--- src/rtl/vram_cmd_writer_pkg.sv ---
// Shared types for the VRAM command writer: op codes, FSM states, command word.
package vram_cmd_pkg;
  localparam int VRAM_ADDR_W = 4;
  localparam int VRAM_DATA_W = 6;

  typedef enum logic [1:0] {
    OP_WRITE = 2'd0,
    OP_FILL  = 2'd1,
    OP_CLEAR = 2'd2,
    OP_RSVD  = 2'd3
  } op_e;

  typedef enum logic [1:0] {
    ST_IDLE   = 2'd0,
    ST_WRITE1 = 2'd1,
    ST_SWEEP  = 2'd2
  } state_e;

  // Command word as stored in the FIFO; sized by the VRAM geometry above.
  typedef struct packed {
    op_e                    op;
    logic [VRAM_ADDR_W-1:0] addr;
    logic [VRAM_DATA_W-1:0] data;
  } cmd_t;
endpackage

--- src/rtl/vram_cmd_writer_if.sv ---
// Command handshake bus: producer drives CMD_*, writer returns CMD_READY.
interface vram_cmd_writer_if #(
  parameter int ADDR_W = 4,
  parameter int DATA_W = 6
);
  logic              CMD_VALID;
  logic              CMD_READY;
  logic [1:0]        CMD_OP;
  logic [ADDR_W-1:0] CMD_ADDR;
  logic [DATA_W-1:0] CMD_DATA;

  modport master (output CMD_VALID, CMD_OP, CMD_ADDR, CMD_DATA, input CMD_READY);
  modport slave  (input CMD_VALID, CMD_OP, CMD_ADDR, CMD_DATA, output CMD_READY);
endinterface

--- src/rtl/vram_cmd_writer_fifo.sv ---
// Small synchronous command FIFO; push ignored when full, pop ignored when empty.
module vram_cmd_fifo #(
  parameter  int DEPTH = 4,
  parameter  int W     = 12,
  localparam int AW    = $clog2(DEPTH),
  localparam int CW    = AW + 1
) (
  input  logic          CLK,
  input  logic          RST_N,
  input  logic          push,
  input  logic          pop,
  input  logic [W-1:0]  din,
  output logic [W-1:0]  dout,
  output logic [CW-1:0] count,
  output logic          full,
  output logic          empty
);
  logic [W-1:0]  r_mem [DEPTH];
  logic [AW-1:0] r_wptr, r_rptr;
  logic [CW-1:0] r_count;
  logic          w_push, w_pop;

  assign full   = (r_count == CW'(DEPTH));
  assign empty  = (r_count == '0);
  assign count  = r_count;
  assign dout   = r_mem[r_rptr];
  assign w_push = push && !full;
  assign w_pop  = pop && !empty;

  // Storage needs no reset; occupancy is tracked by the pointers.
  always_ff @(posedge CLK) begin
    if (w_push) r_mem[r_wptr] <= din;
  end

  // Pointers and occupancy; simultaneous push and pop leave the count unchanged.
  always_ff @(posedge CLK or negedge RST_N) begin
    if (!RST_N) begin
      r_wptr  <= '0;
      r_rptr  <= '0;
      r_count <= '0;
    end else begin
      if (w_push) r_wptr <= r_wptr + 1'b1;
      if (w_pop)  r_rptr <= r_rptr + 1'b1;
      case ({w_push, w_pop})
        2'b10:   r_count <= r_count + 1'b1;
        2'b01:   r_count <= r_count - 1'b1;
        default: r_count <= r_count;
      endcase
    end
  end
endmodule

--- src/rtl/vram_cmd_writer.sv ---
// VRAM write front end: buffers WRITE/FILL/CLEAR commands and replays them as
// single-cycle RAM writes. Define VRAM_CMD_WRITER_WRCOUNT_EN to add WR_COUNT.
module vram_cmd_writer
  import vram_cmd_pkg::*;
#(
  parameter int ADDR_W     = VRAM_ADDR_W,
  parameter int DATA_W     = VRAM_DATA_W,
  parameter int FIFO_DEPTH = 4
) (
  input  logic              CLK,
  input  logic              RST_N,
  vram_cmd_writer_if.slave  cmd,
  output logic [ADDR_W-1:0] RAM_WADDR,
  output logic [DATA_W-1:0] RAM_WDATA,
  output logic              RAM_WEN,
  output logic              BUSY
`ifdef VRAM_CMD_WRITER_WRCOUNT_EN
  ,
  output logic [15:0]       WR_COUNT
`endif
);
  localparam int                CW      = $clog2(FIFO_DEPTH) + 1;
  localparam logic [CW-1:0]     DEPTH_C = CW'(FIFO_DEPTH);
  localparam logic [ADDR_W:0]   LAST    = {1'b0, {ADDR_W{1'b1}}};

  cmd_t              w_din, w_head;
  logic [CW-1:0]     w_count;
  logic              w_full, w_empty, w_push, w_pop, w_last;

  state_e            r_state;
  logic [ADDR_W:0]   r_idx;     // one spare bit so the last index never aliases 0
  logic [ADDR_W-1:0] r_addr;
  logic [DATA_W-1:0] r_data;
  logic [ADDR_W-1:0] r_waddr;
  logic [DATA_W-1:0] r_wdata;
  logic              r_wen;

  assign cmd.CMD_READY = (w_count < DEPTH_C);
  assign w_push = cmd.CMD_VALID && !w_full;
  assign w_din  = {cmd.CMD_OP, cmd.CMD_ADDR, cmd.CMD_DATA};
  assign w_last = (r_state == ST_SWEEP) && (r_idx == LAST);
  // Pop whenever idle or on the final cycle of a command, so writes chain without a bubble.
  assign w_pop  = !w_empty && ((r_state == ST_IDLE) || (r_state == ST_WRITE1) || w_last);

  vram_cmd_fifo #(.DEPTH(FIFO_DEPTH), .W($bits(cmd_t))) u_fifo (
    .CLK   (CLK),
    .RST_N (RST_N),
    .push  (w_push),
    .pop   (w_pop),
    .din   (w_din),
    .dout  (w_head),
    .count (w_count),
    .full  (w_full),
    .empty (w_empty)
  );

  // Command FSM plus the RAM port registers, which present each state's write one cycle later.
  always_ff @(posedge CLK or negedge RST_N) begin
    if (!RST_N) begin
      r_state <= ST_IDLE;
      r_idx   <= '0;
      r_addr  <= '0;
      r_data  <= '0;
      r_waddr <= '0;
      r_wdata <= '0;
      r_wen   <= 1'b0;
    end else begin
      if (r_state != ST_IDLE) begin
        r_wen   <= 1'b1;
        r_waddr <= (r_state == ST_SWEEP) ? r_idx[ADDR_W-1:0] : r_addr;
        r_wdata <= r_data;
      end else begin
        r_wen   <= 1'b0;
      end

      if (w_pop) begin
        r_idx  <= '0;
        r_addr <= w_head.addr;
        case (w_head.op)
          OP_WRITE: begin r_state <= ST_WRITE1; r_data <= w_head.data; end
          OP_FILL:  begin r_state <= ST_SWEEP;  r_data <= w_head.data; end
          OP_CLEAR: begin r_state <= ST_SWEEP;  r_data <= '0;          end
          default:  r_state <= ST_IDLE;   // reserved op is dropped
        endcase
      end else if ((r_state == ST_SWEEP) && !w_last) begin
        r_idx <= r_idx + 1'b1;
      end else begin
        r_state <= ST_IDLE;
      end
    end
  end

  assign RAM_WADDR = r_waddr;
  assign RAM_WDATA = r_wdata;
  assign RAM_WEN   = r_wen;
  // r_wen term keeps BUSY up through the trailing registered write cycle.
  assign BUSY      = !w_empty || (r_state != ST_IDLE) || r_wen;

`ifdef VRAM_CMD_WRITER_WRCOUNT_EN
  logic [15:0] r_wr_count;
  // Free-running count of write cycles, wrapping at 16 bits.
  always_ff @(posedge CLK or negedge RST_N) begin
    if (!RST_N)     r_wr_count <= '0;
    else if (r_wen) r_wr_count <= r_wr_count + 1'b1;
  end
  assign WR_COUNT = r_wr_count;
`endif
endmodule

--- src/flat_wrapper.sv ---
// flat-port wrapper written by rule: the top's interface ports become plain ports
module vram_cmd_writer_flat import vram_cmd_pkg::*;
#(
  parameter int ADDR_W     = VRAM_ADDR_W,
  parameter int DATA_W     = VRAM_DATA_W,
  parameter int FIFO_DEPTH = 4
)
  (CLK, RST_N, RAM_WADDR, RAM_WDATA, RAM_WEN, BUSY, cmd_CMD_VALID, cmd_CMD_OP, cmd_CMD_ADDR, cmd_CMD_DATA, cmd_CMD_READY);
  vram_cmd_writer_if #(.ADDR_W(ADDR_W), .DATA_W(DATA_W)) cmd_i ();
  input  logic CLK;
  input  logic RST_N;
  output logic [ADDR_W-1:0] RAM_WADDR;
  output logic [DATA_W-1:0] RAM_WDATA;
  output logic RAM_WEN;
  output logic BUSY;
  input wire logic [$bits(cmd_i.CMD_VALID)-1:0] cmd_CMD_VALID;
  input wire logic [$bits(cmd_i.CMD_OP)-1:0] cmd_CMD_OP;
  input wire logic [$bits(cmd_i.CMD_ADDR)-1:0] cmd_CMD_ADDR;
  input wire logic [$bits(cmd_i.CMD_DATA)-1:0] cmd_CMD_DATA;
  output wire logic [$bits(cmd_i.CMD_READY)-1:0] cmd_CMD_READY;
  assign cmd_i.CMD_VALID = cmd_CMD_VALID;
  assign cmd_i.CMD_OP = cmd_CMD_OP;
  assign cmd_i.CMD_ADDR = cmd_CMD_ADDR;
  assign cmd_i.CMD_DATA = cmd_CMD_DATA;
  assign cmd_CMD_READY = cmd_i.CMD_READY;
  vram_cmd_writer #(.ADDR_W(ADDR_W), .DATA_W(DATA_W), .FIFO_DEPTH(FIFO_DEPTH)) u_core (.CLK(CLK), .RST_N(RST_N), .cmd(cmd_i), .RAM_WADDR(RAM_WADDR), .RAM_WDATA(RAM_WDATA), .RAM_WEN(RAM_WEN), .BUSY(BUSY));
endmodule
--- config.mk ---
export PLATFORM = sky130hd
export DESIGN_NAME = vram_cmd_writer_flat
export DESIGN_NICKNAME = d
export VERILOG_FILES = /design/src/rtl/vram_cmd_writer_pkg.sv /design/src/rtl/vram_cmd_writer_if.sv /design/src/rtl/vram_cmd_writer_fifo.sv /design/src/rtl/vram_cmd_writer.sv /design/src/flat_wrapper.sv
export SDC_FILE = /design/constraint.sdc
export NUM_CORES = 1
export LEC_CHECK = 0
export CORE_ASPECT_RATIO = 1.2
export CORE_MARGIN = 2
export CORE_UTILIZATION = 50
export CTS_CLUSTER_DIAMETER = 30
export DETAILED_ROUTE_END_ITERATION = 8
export GPL_ROUTABILITY_DRIVEN = 0
export HOLD_SLACK_MARGIN = 0.03
export PLACE_DENSITY = 0.7
export RECOVER_POWER = 100
export SLEW_MARGIN = 40
export SYNTH_ARGS = -nofsm -noshare
export SYNTH_HDL_FRONTEND = slang
export SYNTH_SLANG_ARGS = --single-unit
export TNS_END_PERCENT = 5
--- constraint.sdc ---
create_clock -name CLK -period 2.83 [get_ports CLK]
set_clock_uncertainty 0.1 [all_clocks]
set_input_delay 0.7075 -clock CLK [delete_from_list [all_inputs] [get_ports CLK]]
set_output_delay 0.7075 -clock CLK [all_outputs]
set_load 0.1 [all_outputs]
* After elaboration in Yosys (flattened, before gate mapping) *
Memories as Yosys holds them, arrays and structs flattened.
Cells that the tools add are included.

operators by class
  $add $sub $neg = 5
  multiply operators = 0
  div/mod/pow operators = 0
  magnitude comparators = 1
  eq/ne operators = 9
  shifts and indexed selects = 0
  muxes and demuxes = 11
  bitwise gates (word level) = 0
  reduce and logical (&&, ||, !) cells = 23

operators by type and width
  operator               count
  $pmux W6 S2            1
  $mux W5                2
  $reduce_bool A2 Y1     4
  $eq A2 B1 Y1 const B   3
  $eq A2 B2 Y1 const B   3
  $logic_and A1 B1 Y1    6
  $pmux W3 S2            1
  $add A5 B1 Y5 const B  1
  $eq A5 B4 Y1 const B   1
  $add A2 B1 Y2 const B  2
  $logic_not A2 Y1       2
  $logic_or A1 B1 Y1     4
  $mux W2                2
  $mux W4                1
  $pmux W2 S2            1
  $reduce_or A2 Y1       2
  $add A3 B1 Y3 const B  1
  $eq A3 B3 Y1 const B   1
  $logic_not A1 Y1       3
  $logic_not A3 Y1       1
  $lt A3 B3 Y1 const B   1
  $mux W1                3
  $sub A3 B1 Y3 const B  1
  $ne A2 B2 Y1 const B   1
  $reduce_and A2 Y1      1

storage, ports and cells
  flip-flop bits (word level) = 35
  bits in latches = 0
  bits in writable memories = 48
  bits in read-only memories = 0
  input bits = 15
  output and inout bits = 13
  word-level logic and storage cells = 60
  memories = 1

memories
  memory               words  width  read ports  clocked after memory_dff  wr ports  RTL line                    text
  u_core.u_fifo.r_mem  4      12     1           0                         1         vram_cmd_writer_fifo.sv:18  logic [W-1:0] r_mem [DEPTH];

* Logic depth before layout (Yosys ltp) *
Gate-level depths: netlist of run 1.

  depth after elaboration = 7
  gate-level depth with buffers = 11
  mapped depth without buffers = 10

* By module *
A second synthesis of run 1 with hierarchy kept.

second synthesis, totals
  cell total of the unflattened synthesis = 202
  area total of the unflattened synthesis = 3443.3 um^2

by module, submodules not included
  module           times used  cells each  area each (um^2)  seq. area each (um^2)
  vram_cmd_fifo    1           100         2188.3            1616.6
  vram_cmd_writer  1           102         1255.0            700.7

* Least setup slack after synthesis of run 1 *
OpenSTA, ideal clock, no wires.

  kind = register -> register
  start = register u_core.u_fifo.r_count[2], in the netlist u_core.u_fifo.count[2]
  end = register u_core.u_fifo.r_count[2], in the netlist u_core.u_fifo.count[2]
  library setup time = 157 ps
  arrival = 2315 ps
  data required time = 2573 ps
  path slack = 258 ps
  cell stages (with the launch flop) = 9
  buffers on the path = 0
  period minus slack after synthesis = 2572 ps
  path through = dfrtp_1 inv_1 o31a_1 inv_1 ha_1 fa_1 xnor2_1 nor2_1 xnor2_1

between the ends
  word-level cells in the longest chain between the ends = 6
  elaborated cells on any way between the ends = 14
  those cells by class = add/sub (2); eq/ne (3); mux (1); reduce/logical (8)

RTL lines
  what                                                      RTL line                                                text
  start: declaration                                        vram_cmd_writer_fifo.sv:20                              logic [CW-1:0] r_count;
  start signal: assignment                                  vram_cmd_writer_fifo.sv:45                              2'b10: r_count <= r_count + 1'b1;
  start signal: assignment                                  vram_cmd_writer_fifo.sv:46                              2'b01: r_count <= r_count - 1'b1;
  start signal: assignment                                  vram_cmd_writer_fifo.sv:47                              default: r_count <= r_count;
  $eq A3 B3 Y1 / $logic_not A3 Y1 (equally long branches)   vram_cmd_writer_fifo.sv:23, vram_cmd_writer_fifo.sv:24
  $logic_not A1 Y1, on equally long branches                -
  $logic_and A1 B1 Y1, on equally long branches             vram_cmd_writer.sv:39, vram_cmd_writer.sv:43
  $logic_and A1 B1 Y1, on equally long branches             vram_cmd_writer_fifo.sv:27, vram_cmd_writer_fifo.sv:28
  $eq A2 B1 Y1 / $eq A2 B2 Y1 (equally long branches)       vram_cmd_writer_fifo.sv:44                              case ({w_push, w_pop})
  $pmux W3 S2 / $reduce_bool A2 Y1 (equally long branches)  -

Parallel ways exist; a longest one is shown, timed or not.
A chain may end at the register's enable or synchronous reset.

* Worst setup path after layout of run 1 *
  start = register u_core.r_state[1]
  end = output BUSY

between the ends
  word-level cells in the longest chain between the ends = 3

RTL lines
  what                              RTL line               text
  start: declaration                vram_cmd_writer.sv:30  state_e r_state;
  start signal: assignment          vram_cmd_writer.sv:60  r_state <= ST_IDLE;
  start signal: assignment          vram_cmd_writer.sv:80  OP_WRITE: begin r_state <= ST_WRITE1; r_data <= w_head.data; end
  start signal: assignment          vram_cmd_writer.sv:81  OP_FILL: begin r_state <= ST_SWEEP; r_data <= w_head.data; end
  $reduce_bool A2 Y1                vram_cmd_writer.sv:97  assign BUSY = !w_empty || (r_state != ST_IDLE) || r_wen;
  $logic_or A1 B1 Y1 (2 in series)  vram_cmd_writer.sv:97
  end: declaration                  flat_wrapper.sv:15     output logic BUSY;

No other way between the ends.

==> results_dict.tcl, run 1 <==
set metrics [dict create \
    pre_cts_slack_ps 300 \
    cp_num_cells 3 \
    cts_resized 0 \
    fill_cells 556 \
    io_buffers 27 \
    viasPerCell 5.01 \
    die_w_um 79.9 \
    seqCellArea_mm2 0.00232 \
    nNetsFinal 272 \
    fin_ws_ps 282 \
    synth_fp_nets 232 \
    numCtsBuffers 9 \
    synth-seq-cells 83 \
    slew_headroom_pct 22.4 \
    swShare_pct 39.3 \
    synth_cells 206 \
    layout-drive-gt1-share_pct 17.5 \
    fin_tns_setup_ps 0 \
    path_cells "nor2_2 > nand3b_1 > clkbuf_2" \
    rsz0062_at_grt "no" \
    overflow 0 \
    final_antenna_net_count 0 \
    core_mm2 0.00677 \
    synth_top_area_share_pct 41.8 \
    arrival_ps 1740 \
    dpl.hpwl_mm 3.34 \
    combPwrFrac_pct 38.5 \
    outcome "finished, final reports clean" \
    setup_viol 0 \
    clockPowerShare_pct 22.0 \
    root_buffer "clkbuf_8" \
    rows 33 \
    ios 28 \
    ys_types 34 \
    p_leak_nw 1.57 \
    syn_to_final_growth_pct 14.6 \
    ctsHoldBuffers 0 \
    dieHeight_um 95.0 \
    slowest_delay_ps 520 \
    synth_common_cells "edfxtp_1 (48), dfrtp_1 (35), mux2i_1 (17)" \
    whs_path_depth 2 \
    min-delay-start "u_core.r_addr[0]" \
    yosys_warnings 0 \
    dieArea_mm2 0.00759 \
    ys_top_cells_by_area "edfxtp_1 (42%), dfrtp_1 (25%), mux2i_1 (4.9%)" \
    r2r_setup_slack_ps 400 \
    switching_power_w 0.00189 \
    start_kind "register" \
    htreeDepth 3 \
    crit_path_start "u_core.r_state[1]" \
    drt_iter0_drc 106 \
    critPathKind "reg -> out" \
    critPathMaxFanout 8 \
    cp_top_family "flip-flops" \
    hp-class "reg -> reg" \
    ys_seq_area_share_pct 67.1 \
    drv_cap 0 \
    fmax_mhz 392 \
    clock_latency_ps 340 \
    yosys.cell_count.top_type "edfxtp_1" \
    grt_antenna_before_repair 0 \
    clkSlewWorstSetupHoldPaths_ps 90 \
    synth-async-reset-ratio_pct 42.2 \
    p_seq_share_pct 39.5 \
    synth_flop_cell "edfxtp_1" \
    clkSinkCount 83 \
    clock_path_buffers 2 \
    end_kind "output port" \
    r2r-start "u_core.r_idx[0]" \
    required_ps 2020 \
    grt_pass1_vias 1675 \
    grt_use_total_pct 15.0 \
    wl_per_cell_um 14.8 \
    fin_crit_ps 2550 \
    initial_core_util_pct 51.0 \
    fin_crit_sh_pct 90.0 \
    vias 1692 \
    final-hold-violation-count 0 \
    cp_num_buf_inv 1 \
    synth_area_mm2 0.00345 \
    p_int_w 0.00292 \
    n_antenna_cell 0 \
    yosysTopAreaCell "edfxtp_1" \
    drt_pass1_iterations 4 \
    cts_setup_buffers 0 \
    synth_edf_count 48 \
    multiInputGateArea_mm2 0.00100 \
    ir_drop_v 0.000634 \
    cts_tree "done" \
    cpMaxStageDelayCell "dfrtp_1" \
    worst_slew_pin_slew_ps 1170 \
    drc 0 \
    grt_max_degree 36 \
    final_max_slew_viol_count 0 \
    grt_pass1_wl_mm 8.29 \
    reg2reg_depth 8 \
    wirelength_mm 5.02 \
    power_density_mw_per_mm2 1210 \
    avgSynthCellArea_um2 16.8 \
]
## cell families after synthesis
logic type	Yosys count	share of synthesized area, %
buffers and inverters	16	2.83
AO/OA/AOI/OAI	18	3.37
multiplexers	40	15.4
adder cells (fa/ha/maj)	11	4.20
XOR/XNOR	7	1.78
AND/OR/NAND/NOR	31	5.33
flip-flops	83	67.1
## flip-flops by register name (all words and copies together) (netlist names)
register and flops:
u_core.RAM_WADDR 4, u_core.RAM_WDATA 6, u_core.RAM_WEN 1, u_core.r_addr 4
u_core.r_data 6, u_core.r_idx 5, u_core.r_state 2, u_core.u_fifo.count 3
u_core.u_fifo.r_mem 48, u_core.u_fifo.r_rptr 2, u_core.u_fifo.r_wptr 2
## through the flow
stage	utilization (%)	area, um^2	total power (W)	std cells	hold slack (ps)
2_1_floorplan	-	3450	0.00354	206	312
3_3_place_gp	56.2	3810	0.00393	322	375
3_5_place_dp	56.2	3810	0.00397	322	385
4_1_cts	60.0	4060	0.00502	338	398
5_1_grt	58.4	3960	0.00510	338	407
6_report	58.4	3960	0.00480	338	398
## final timing paths
path | end
worst min-delay path | u_core.RAM_WADDR[0]
worst max register to register | u_core.r_data[1]
worst min register to register | u_core.RAM_WADDR[0]
max in group asynchronous | u_core.RAM_WDATA[4]
worst max-delay path | BUSY
min in group asynchronous | u_core.u_fifo.count[2]
## power groups by stage
| stage | Sequential (W) | Clock, W | Combinational [W] |
|---|---|---|---|
| final | 0.00190 | 0.00106 | 0.00185 |
| after detailed placement | 0.00193 | 0 | 0.00203 |
| after global routing | 0.00195 | 0.00114 | 0.00201 |
| after CTS | 0.00191 | 0.00108 | 0.00204 |
| after global placement | 0.00192 | 0 | 0.00201 |
| after floorplan | 0.00238 | 0 | 0.00115 |
## cell type report
| class | count | share of cell area, % |
|---|---|---|
| Tap cell | 87 | 2.75 |
| Multi-Input combinational cell | 107 | 25.3 |
| Timing Repair Buffer | 37 | 6.20 |
| Sequential cell | 83 | 58.6 |
| Clock inverter | 7 | 3.29 |
| Clock buffer | 9 | 3.13 |
| Inverter | 8 | 0.759 |
## routing by layer
layer  global-route usage (%)  vias to the layer above  part of all wire, %
met5                        0                        -                    0
li1                         -                      835                    -
met3                     2.84                        7                  2.8
met2                     23.2                       22                   47
met4                     7.20                        0                  1.5
met1                     20.5                      828                   48
## worst reg2reg max path: cells and delay by family (launching register included)
kind | cells | cell delay, ps
compound gates | 1 | 200
fa+ha+maj | 2 | 430
buf+inv | 1 | 240
flops | 1 | 410
mux | 1 | 360
simple gates | 3 | 580
## placed cells by master, fill, tap and decap left out, drive strengths merged
master and count:
nand2 12, fa 1, clkbuf 28, dfrtp 35
o21ai 6, nand2b 3, bufinv 3, or2 1
mux4 6, and3 2, mux2 17, nor2b 1
nor3b 1, nand3b 1, edfxtp 48, o21a 1
ha 10, buf 4, nand4 1, o22ai 7
a21oi 3, xor2 2, dlygate4sd3 14, nor3 1
o31a 1, inv 12, xnor2 5, nor2 4
mux2i 17, and2 4
Note: power is estimated with default switching activity, not from simulation.
==> inputs of run 2 (changes only) <==
CTS_BUF_LIST = sky130_fd_sc_hd__clkbuf_16   (was not set)
SETUP_SLACK_MARGIN = 0.02   (was not set)
==> results_dict.tcl, run 2 (synthesis gave the netlist of run 1 again) <==
set metrics [dict create \
    root_buffer "clkbuf_16" \
    cts_resized 0 \
    clock_path_buffers 2 \
    grt_pass1_vias 1716 \
    final_antenna_net_count 0 \
    fmax_mhz 396 \
    reg2reg_depth 8 \
    layout-drive-gt1-share_pct 17.5 \
    largest_register_ffs 48 \
    clkSlewWorstSetupHoldPaths_ps 70 \
    ios 28 \
    fin_tns_setup_ps 0 \
    final-hold-violation-count 0 \
    core_mm2 0.00677 \
    dieArea_mm2 0.00759 \
    critPathMaxFanout 12 \
    critPathKind "in -> reg" \
    dieHeight_um 95.0 \
    cts_setup_buffers 0 \
    fin_crit_sh_pct 89.3 \
    numCtsBuffers 9 \
    grt_use_total_pct 15.6 \
    grt_pass1_wl_mm 8.60 \
    nNetsFinal 272 \
    design_area_mm2 0.00406 \
    fill_cells 539 \
    drv_cap 0 \
    end_kind "register" \
    htreeDepth 3 \
    wirelength_mm 5.19 \
    clock_latency_ps 330 \
    start_kind "primary input" \
    p_int_w 0.00320 \
    worst_slew_pin_slew_ps 1170 \
    swShare_pct 37.8 \
    clockPowerShare_pct 26.7 \
    fin_crit_ps 2530 \
    drt_pass1_iterations 4 \
    wl_per_cell_um 15.4 \
    slew_headroom_pct 22.4 \
    dpl.hpwl_mm 3.34 \
    power_density_mw_per_mm2 1270 \
    layout_common_cells "edfxtp_1 (48), dfrtp_1 (35), mux2i_1 (17)" \
    die_w_um 79.9 \
    grt_max_degree 36 \
    io_buffers 27 \
    arrival_ps 2380 \
    p_leak_nw 1.62 \
    whs_path_depth 2 \
    p_seq_share_pct 37.1 \
    syn_to_final_growth_pct 17.6 \
    layout_commonest_cell "edfxtp_1" \
    outcome "finished, final reports clean" \
    drt_iter0_drc 104 \
    seqCellArea_mm2 0.00232 \
    overflow 0 \
    combPwrFrac_pct 36.2 \
    grt_antenna_before_repair 0 \
    switching_power_w 0.00194 \
    largest_register "u_core.u_fifo.r_mem" \
    rows 33 \
    n_antenna_cell 0 \
    setup_viol 0 \
    initial_core_util_pct 51.0 \
    cts_tree "done" \
    hp-class "reg -> reg" \
    clkSinkCount 83 \
    drc 0 \
    rsz0062_at_grt "no" \
    ctsHoldBuffers 0 \
    vias 1696 \
    ir_drop_v 0.000648 \
    final_max_slew_viol_count 0 \
    multiInputGateArea_mm2 0.00100 \
    viasPerCell 5.02 \
    place_area_mm2 0.00381 \
    required_ps 2680 \
]
-- run 2: cell types whose count changed in the layout (fill, tap and decap cells not counted) --
cell | previous run | this run
clkbuf_8 | 9 | 0
clkbuf_16 | 0 | 9
-- run 2: metal layers --
layer,GRT usage (%),vias to the layer above,part of all wire [%]
met3,3.41,4,3.1
met1,20.5,833,48
met2,24.6,23,48
met5,0,-,0
li1,-,836,-
met4,8.05,0,1.2
-- run 2: power groups by stage --
stage	Combinational [W]	Clock (W)	Sequential, W
detailed placement	0.00203	0	0.00193
finish	0.00186	0.00137	0.00190
global route	0.00202	0.00146	0.00196
global placement	0.00201	0	0.00192
floorplan	0.00115	0	0.00238
CTS	0.00205	0.00139	0.00191
-- run 2: through the flow --
| step | utilization (%) | setup slack, ps | hold slack [ps] | total power, W | instances |
|---|---|---|---|---|---|
| 2_1_floorplan | - | 258 | 312 | 0.00354 | 206 |
| 3_3_place_gp | 56.2 | 327 | 375 | 0.00393 | 322 |
| 3_5_place_dp | 56.2 | 300 | 385 | 0.00397 | 322 |
| 4_1_cts | 61.5 | 391 | 398 | 0.00535 | 338 |
| 5_1_grt | 59.9 | 165 | 411 | 0.00543 | 338 |
| 6_report | 59.9 | 303 | 396 | 0.00514 | 338 |
-- run 2: critical path: stages --
cell and delay [ps]:
dlygate4sd3_1 520, o31a_1 140, clkbuf_1 230, and2_0 170, clkbuf_1 600
-- run 2: layout make-up --
| type | instances | share of cell area [%] |
|---|---|---|
| repair buffers | 37 | 6.04 |
| flip-flops and latches | 83 | 57.1 |
| clock inverters | 7 | 3.21 |
| clock buffers | 9 | 5.55 |
| well taps | 87 | 2.68 |
| inverters | 8 | 0.740 |
| multi-input cells | 107 | 24.7 |
-- run 2: final timing paths --
path,start,to,slack [ps]
max,cmd_CMD_VALID,u_core.u_fifo.r_mem[1][4],300
min,u_core.r_addr[0],u_core.RAM_WADDR[0],400
max reg2reg,u_core.r_idx[0],u_core.r_data[1],390
min reg2reg,u_core.r_addr[0],u_core.RAM_WADDR[0],400
max in group asynchronous,RST_N,u_core.RAM_WEN,1180
min in group asynchronous,RST_N,u_core.u_fifo.count[2],910
